--- src/rtl/sha_block_padder_if.sv ---
// Stream interface for sha_block_padder: message words in, padded blocks out.
// The padder sits on the slave modport and the message source/block sink on master.
interface sha_block_padder_if #(
  parameter int unsigned WORD_W  = 32,
  parameter int unsigned BLOCK_W = 512,
  parameter int unsigned CNT_W   = 16
);
  localparam int unsigned WBYTES  = WORD_W / 8;
  localparam int unsigned BYTES_W = $clog2(WBYTES + 1);

  logic                 in_valid;
  logic                 in_ready;
  logic [WORD_W-1:0]    in_data;
  logic                 in_last;
  logic [BYTES_W-1:0]   in_bytes;
  logic                 out_valid;
  logic                 out_ready;
  logic [BLOCK_W-1:0]   out_block;
  logic                 out_last;
  logic [CNT_W-1:0]     out_blk_idx;

  modport master (
    output in_valid, in_data, in_last, in_bytes, out_ready,
    input  in_ready, out_valid, out_block, out_last, out_blk_idx
  );

  modport slave (
    input  in_valid, in_data, in_last, in_bytes, out_ready,
    output in_ready, out_valid, out_block, out_last, out_blk_idx
  );
endinterface

--- src/rtl/sha_block_padder.sv ---
// Streaming SHA-2 message padder: buffers big-endian words into blocks and appends
// 0x80, zero fill and the bit length, deciding the block count as the stream arrives.
module sha_block_padder #(
  parameter int unsigned WORD_W  = 32,
  parameter int unsigned BLOCK_W = 512,
  parameter int unsigned LEN_W   = 64,
  parameter int unsigned CNT_W   = 16
) (
  input logic              clk,
  input logic              rst_n,
  sha_block_padder_if.slave bus
);
  localparam int unsigned WBYTES  = WORD_W / 8;
  localparam int unsigned BYTES_W = $clog2(WBYTES + 1);
  localparam int unsigned WPB     = BLOCK_W / WORD_W;
  localparam int unsigned LWORDS  = LEN_W / WORD_W;
  localparam int unsigned IDX_W   = $clog2(WPB);

  localparam logic [IDX_W-1:0]   LAST_IDX = IDX_W'(WPB - 1);
  localparam logic [IDX_W-1:0]   LEN_IDX  = IDX_W'(WPB - LWORDS);
  localparam logic [BYTES_W-1:0] FULL     = BYTES_W'(WBYTES);
  localparam logic [WORD_W-1:0]  PAD_WORD = {8'h80, {(WORD_W - 8){1'b0}}};
  localparam logic [CNT_W-1:0]   BLK_MAX  = '1;

  typedef enum logic [1:0] {StFill, StPad, StEmit} state_e;

  state_e             state_q, state_d;
  logic [WORD_W-1:0]  wbuf_q [WPB];
  logic [IDX_W-1:0]   idx_q, idx_d;
  logic [LEN_W-1:0]   bitlen_q, bitlen_d;
  logic [CNT_W-1:0]   blk_q, blk_d;
  logic               pad80_pend_q, pad80_pend_d;
  logic               len_fits_q, len_fits_d;
  logic               final_q, final_d;
  logic               seen_last_q, seen_last_d;

  logic               wr_en;
  logic [WORD_W-1:0]  wr_data;
  logic [WORD_W-1:0]  last_word;
  logic [WORD_W-1:0]  len_word;
  logic [BYTES_W-1:0] nbytes;
  logic [BLOCK_W-1:0] block;

  // Final partial word: keep the valid leading bytes, then 0x80, then zeros.
  always_comb begin
    last_word = '0;
    for (int unsigned b = 0; b < WBYTES; b++) begin
      if (BYTES_W'(b) < bus.in_bytes) begin
        last_word[WORD_W-1-8*b -: 8] = bus.in_data[WORD_W-1-8*b -: 8];
      end else if (BYTES_W'(b) == bus.in_bytes) begin
        last_word[WORD_W-1-8*b -: 8] = 8'h80;
      end
    end
  end

  always_comb begin
    len_word = '0;
    for (int unsigned j = 0; j < LWORDS; j++) begin
      if (idx_q == IDX_W'(WPB - LWORDS + j)) begin
        len_word = bitlen_q[LEN_W-1-j*WORD_W -: WORD_W];
      end
    end
  end

  assign nbytes = bus.in_last ? bus.in_bytes : FULL;

  always_comb begin
    state_d      = state_q;
    idx_d        = idx_q;
    bitlen_d     = bitlen_q;
    blk_d        = blk_q;
    pad80_pend_d = pad80_pend_q;
    len_fits_d   = len_fits_q;
    final_d      = final_q;
    seen_last_d  = seen_last_q;
    wr_en        = 1'b0;
    wr_data      = '0;

    case (state_q)
      StFill: begin
        if (bus.in_valid) begin
          wr_en    = 1'b1;
          bitlen_d = bitlen_q + (LEN_W'(nbytes) << 3);
          idx_d    = idx_q + 1'b1;
          if (!bus.in_last) begin
            wr_data = bus.in_data;
            if (idx_q == LAST_IDX) begin
              state_d = StEmit;
              final_d = 1'b0;
            end
          end else begin
            seen_last_d = 1'b1;
            if (bus.in_bytes == FULL) begin
              wr_data      = bus.in_data;
              pad80_pend_d = 1'b1;
            end else begin
              wr_data    = last_word;
              len_fits_d = (idx_q < LEN_IDX);
            end
            state_d = (idx_q == LAST_IDX) ? StEmit : StPad;
            final_d = 1'b0;
          end
        end
      end

      StPad: begin
        wr_en = 1'b1;
        idx_d = idx_q + 1'b1;
        if (pad80_pend_q) begin
          wr_data      = PAD_WORD;
          pad80_pend_d = 1'b0;
          len_fits_d   = (idx_q < LEN_IDX);
        end else if (len_fits_q && (idx_q >= LEN_IDX)) begin
          wr_data = len_word;
        end
        if (idx_q == LAST_IDX) begin
          state_d = StEmit;
          final_d = len_fits_d;
        end
      end

      StEmit: begin
        if (bus.out_ready) begin
          blk_d = (blk_q == BLK_MAX) ? blk_q : blk_q + 1'b1;
          idx_d = '0;
          if (final_q) begin
            state_d      = StFill;
            bitlen_d     = '0;
            blk_d        = '0;
            pad80_pend_d = 1'b0;
            len_fits_d   = 1'b0;
            final_d      = 1'b0;
            seen_last_d  = 1'b0;
          end else if (!seen_last_q) begin
            state_d = StFill;
          end else begin
            // A fresh padding-only block always has room for the length.
            state_d = StPad;
            if (!pad80_pend_q) len_fits_d = 1'b1;
          end
        end
      end

      default: state_d = StFill;
    endcase
  end

  always_ff @(posedge clk or negedge rst_n) begin
    if (!rst_n) begin
      state_q      <= StFill;
      idx_q        <= '0;
      bitlen_q     <= '0;
      blk_q        <= '0;
      pad80_pend_q <= 1'b0;
      len_fits_q   <= 1'b0;
      final_q      <= 1'b0;
      seen_last_q  <= 1'b0;
      for (int unsigned w = 0; w < WPB; w++) wbuf_q[w] <= '0;
    end else begin
      state_q      <= state_d;
      idx_q        <= idx_d;
      bitlen_q     <= bitlen_d;
      blk_q        <= blk_d;
      pad80_pend_q <= pad80_pend_d;
      len_fits_q   <= len_fits_d;
      final_q      <= final_d;
      seen_last_q  <= seen_last_d;
      if (wr_en) wbuf_q[idx_q] <= wr_data;
    end
  end

  always_comb begin
    block = '0;
    for (int unsigned w = 0; w < WPB; w++) begin
      block[BLOCK_W-1-w*WORD_W -: WORD_W] = wbuf_q[w];
    end
  end

  assign bus.in_ready    = (state_q == StFill);
  assign bus.out_valid   = (state_q == StEmit);
  assign bus.out_block   = block;
  assign bus.out_last    = final_q;
  assign bus.out_blk_idx = blk_q;
endmodule

--- src/flat_wrapper.sv ---
// flat-port wrapper written by rule: the top's interface ports become plain ports
module sha_block_padder_flat 
#(
  parameter int unsigned WORD_W  = 32,
  parameter int unsigned BLOCK_W = 512,
  parameter int unsigned LEN_W   = 64,
  parameter int unsigned CNT_W   = 16
)
  (clk, rst_n, bus_in_valid, bus_in_data, bus_in_last, bus_in_bytes, bus_out_ready, bus_in_ready, bus_out_valid, bus_out_block, bus_out_last, bus_out_blk_idx);
  sha_block_padder_if #(.WORD_W(WORD_W), .BLOCK_W(BLOCK_W), .CNT_W(CNT_W)) bus_i ();
  input logic clk;
  input logic rst_n;
  input wire logic [$bits(bus_i.in_valid)-1:0] bus_in_valid;
  input wire logic [$bits(bus_i.in_data)-1:0] bus_in_data;
  input wire logic [$bits(bus_i.in_last)-1:0] bus_in_last;
  input wire logic [$bits(bus_i.in_bytes)-1:0] bus_in_bytes;
  input wire logic [$bits(bus_i.out_ready)-1:0] bus_out_ready;
  output wire logic [$bits(bus_i.in_ready)-1:0] bus_in_ready;
  output wire logic [$bits(bus_i.out_valid)-1:0] bus_out_valid;
  output wire logic [$bits(bus_i.out_block)-1:0] bus_out_block;
  output wire logic [$bits(bus_i.out_last)-1:0] bus_out_last;
  output wire logic [$bits(bus_i.out_blk_idx)-1:0] bus_out_blk_idx;
  assign bus_i.in_valid = bus_in_valid;
  assign bus_i.in_data = bus_in_data;
  assign bus_i.in_last = bus_in_last;
  assign bus_i.in_bytes = bus_in_bytes;
  assign bus_i.out_ready = bus_out_ready;
  assign bus_in_ready = bus_i.in_ready;
  assign bus_out_valid = bus_i.out_valid;
  assign bus_out_block = bus_i.out_block;
  assign bus_out_last = bus_i.out_last;
  assign bus_out_blk_idx = bus_i.out_blk_idx;
  sha_block_padder #(.WORD_W(WORD_W), .BLOCK_W(BLOCK_W), .LEN_W(LEN_W), .CNT_W(CNT_W)) u_core (.clk(clk), .rst_n(rst_n), .bus(bus_i));
endmodule
--- config.mk ---
export PLATFORM = sky130hd
export DESIGN_NAME = sha_block_padder_flat
export DESIGN_NICKNAME = d
export VERILOG_FILES = /design/src/rtl/sha_block_padder_if.sv /design/src/rtl/sha_block_padder.sv /design/src/flat_wrapper.sv
export SDC_FILE = /design/constraint.sdc
export NUM_CORES = 1
export LEC_CHECK = 0
export ABC_CLOCK_PERIOD_IN_PS = 3800
export CORE_UTILIZATION = 25
export DETAILED_ROUTE_END_ITERATION = 10
export MAX_ROUTING_LAYER = met4
export SYNTH_ARGS = -nofsm -noshare
export SYNTH_HDL_FRONTEND = slang
export SYNTH_SLANG_ARGS = --single-unit
--- constraint.sdc ---
create_clock -name clk -period 3.8 [get_ports clk]
set_input_delay 0.76 -clock clk [delete_from_list [all_inputs] [get_ports clk]]
set_output_delay 0.76 -clock clk [all_outputs]
set_load 0.05 [all_outputs]
==> run summary <==
Buffers & Inverters on Critical Path = 3
Final setup vio count = 0
Vias in the first global route = 18642
Most frequent cells in the layout = dfrtp_1, clkdlybuf4s50_1, nand2_1
Post-route DRC = 0
DP HPWL = 61500 µm
Register bit count reported by yosys = 599
Vias per cell = 4.58
Worst slew pin tran = 1070 ps
Detailed Route WL = 87800 µm
First-pass GRT wire length = 127000 µm
Crit. End Element = primary output
Final slew viol count = 0
Req. time, crit path = 3040 ps
Die span in y = 309 µm
Syn_nets = 2391
Post-CTS Hold Buffers = 0
Worst setup SP type = register
Rel. slew slack = 28.1%
Worst VDD drop = 579 µV
Post-route antenna net violation count = 0
Remaining global-route overflow = 0
PwrDens = 943 nW/µm²
Synthesized cell area = 23500 µm²
Final hold vios = 0
Netlist cell types = 54
Critical path peak fanout = 10
Die ar. = 95200 µm²
Max incr delay on CP = 850 ps
Area Overhead vs Synth = 44.1%
Max-cap viol count = 0
Crit-path cells = inv_1 -> ha_1 -> buf_4 -> clkdlybuf4s50_1
Num rows = 112
Worst reg-to-reg path cell count = 8
Ys async rst share = 100%
Top delay family on crit path = buffers and inverters
Clk buf depth = 3
Cells after Synth = 2337
Clock sink count = 599
Gr usage total = 18.7%
Vias = 19393
Reg clk slew, reported paths = 60 ps
Post-route minimum period = 3370 ps
Root buffer cell = clkbuf_16
Slowest cell on crit path = clkdlybuf4s50_1
IO Pins = 571
Post-synthesis sequential area ratio = 63.8%
Starting Density = 25.2%
Warnings from Yosys = 0
Detailed router's first-iteration violation count = 1443
Postcts setup bufs = 0
TritonCTS clock tree = built
PostCTS Resize Cnt = 0
Die width = 309 µm
Dpl cell area = 31400 µm²
Number of flops mapped to enable cells by yosys = 0
Setup Skew = 25.3 ps
Design Area, Final = 33900 µm²
Port Buffers = 570
# H-tree levels = 3
Crit share post-route = 88.6%
Crit path DAT = 2610 ps
Core region area = 93200 µm²
Largest net degree at the start of global routing = 84
Setup_tns = 0 ps
Most common cell after layout, fill and taps aside = dfrtp_1
Number of antenna violations at the first check in global routing = 16
Mean area per synthesized cell = 10.1 µm²
Min-delay worst type = primary input to async pin
CTS buffer count = 70
Layout cells sized above 1 = 8.99%
Fmax achieved = 297 MHz
Critical path class = register to primary output
Detailed-router iteration count before antenna repair = 5
Routability cong. = 0.875
Skew-Pair Late Insertion Delay = 630 ps
Leakage = 14.3 nW
Status = complete, no violations
WP depth = 4
Most common flop cell mapped by yosys = dfrtp_1
Layout Nets = 2970
RSZ-0062 raised after global routing = no
WL/cell = 20.7 µm
## cell type report
| cell class | instances | area (µm²) |
|---|---|---|
| antenna | 9 | 22.5 |
| clock buffer | 98 | 2060 |
| clock inverter | 29 | 424 |
| fill | 9327 | 59300 |
| inverter | 18 | 67.6 |
| multi-input combinational | 1554 | 7980 |
| sequential | 599 | 15000 |
| tap | 1254 | 1570 |
| timing repair buffer | 673 | 6750 |
## metal layers
layer,share of wire [%],GRT usage [%],up-vias
met3,7.4,4.94,141
li1,-,-,9205
met4,2.6,5.98,0
met5,0,-,-
met1,43,23.4,9351
met2,47,29.4,696
## path summary, 6_finish.rpt
path / to / startpoint / slack (ps)
worst max-delay path: bus_out_valid / u_core.state_q[0] / 430
worst min-delay path: u_core.bus.out_block[87] / rst_n / 160
worst max register to register: u_core.bitlen_q[57] / u_core.state_q[0] / 920
worst min register to register: u_core.bus.out_block[14] / u_core.bus.out_block[14] / 470
max in group asynchronous: u_core.bus.out_block[69] / rst_n / 2530
min in group clk: u_core.bus.out_block[14] / u_core.bus.out_block[14] / 470
## registers in the layout, indices dropped and copies added, names as in the netlist
| register | count |
|---|---|
| u_core.state_q | 2 |
| u_core.bitlen_q | 61 |
| u_core.bus.out_blk_idx | 16 |
| u_core.idx_q | 4 |
| u_core.bus.out_last | 1 |
| u_core.bus.out_block | 512 |
| u_core.len_fits_q | 1 |
| u_core.seen_last_q | 1 |
| u_core.pad80_pend_q | 1 |
## power breakdown
group	total, mW	switching [mW]	internal [mW]
Sequential	9.56	1.18	8.38
Combinational	15.1	10.7	4.40
Clock	7.25	2.77	4.48
Total	31.9	14.7	17.3
## cells by family (layout without fill, tap and decap cells)
| group | Yosys count | count (layout) | synth area share, % |
|---|---|---|---|
| other | 0 | 9 | 0 |
| AOI/OAI and AO/OA | 704 | 704 | 16.4 |
| DFF | 599 | 599 | 63.8 |
| and+or+nand+nor | 804 | 804 | 14.8 |
| buffers and inverters | 184 | 818 | 2.95 |
| adders and majority gates | 14 | 14 | 0.777 |
| xor gates and xnor gates | 27 | 27 | 1.01 |
| muxes | 5 | 5 | 0.229 |
## Yosys cell counts (13+ instances only)
cell	instances	area share [%]
a21oi_1	50	1.1
a22o_1	28	1.0
a22oi_1	29	0.93
clkbuf_1	163	2.6
dfrtp_1	599	64
ha_1	13	0.69
inv_1	17	0.27
nand2_1	582	9.3
nand3_1	32	0.68
nand4_1	32	0.85
nor2_1	50	0.80
o21ai_0	542	12
o31ai_1	27	0.86
or4_1	27	0.86
xor2_1	18	0.67
## per-stage QoR
stage	std cells	total power [mW]	worst slack, ps	utilization [%]	hold slack, ps
2_1_floorplan	2337	18.8	608	-	464
3_3_place_gp	4098	24.7	139	33.6	460
3_5_place_dp	4098	24.9	143	33.6	469
4_1_cts	4225	32.3	398	36.3	156
5_1_grt	4234	33.5	298	36.3	177
6_report	4234	31.9	435	36.3	160
No activity file was read; power rests on OpenSTA's default activity.
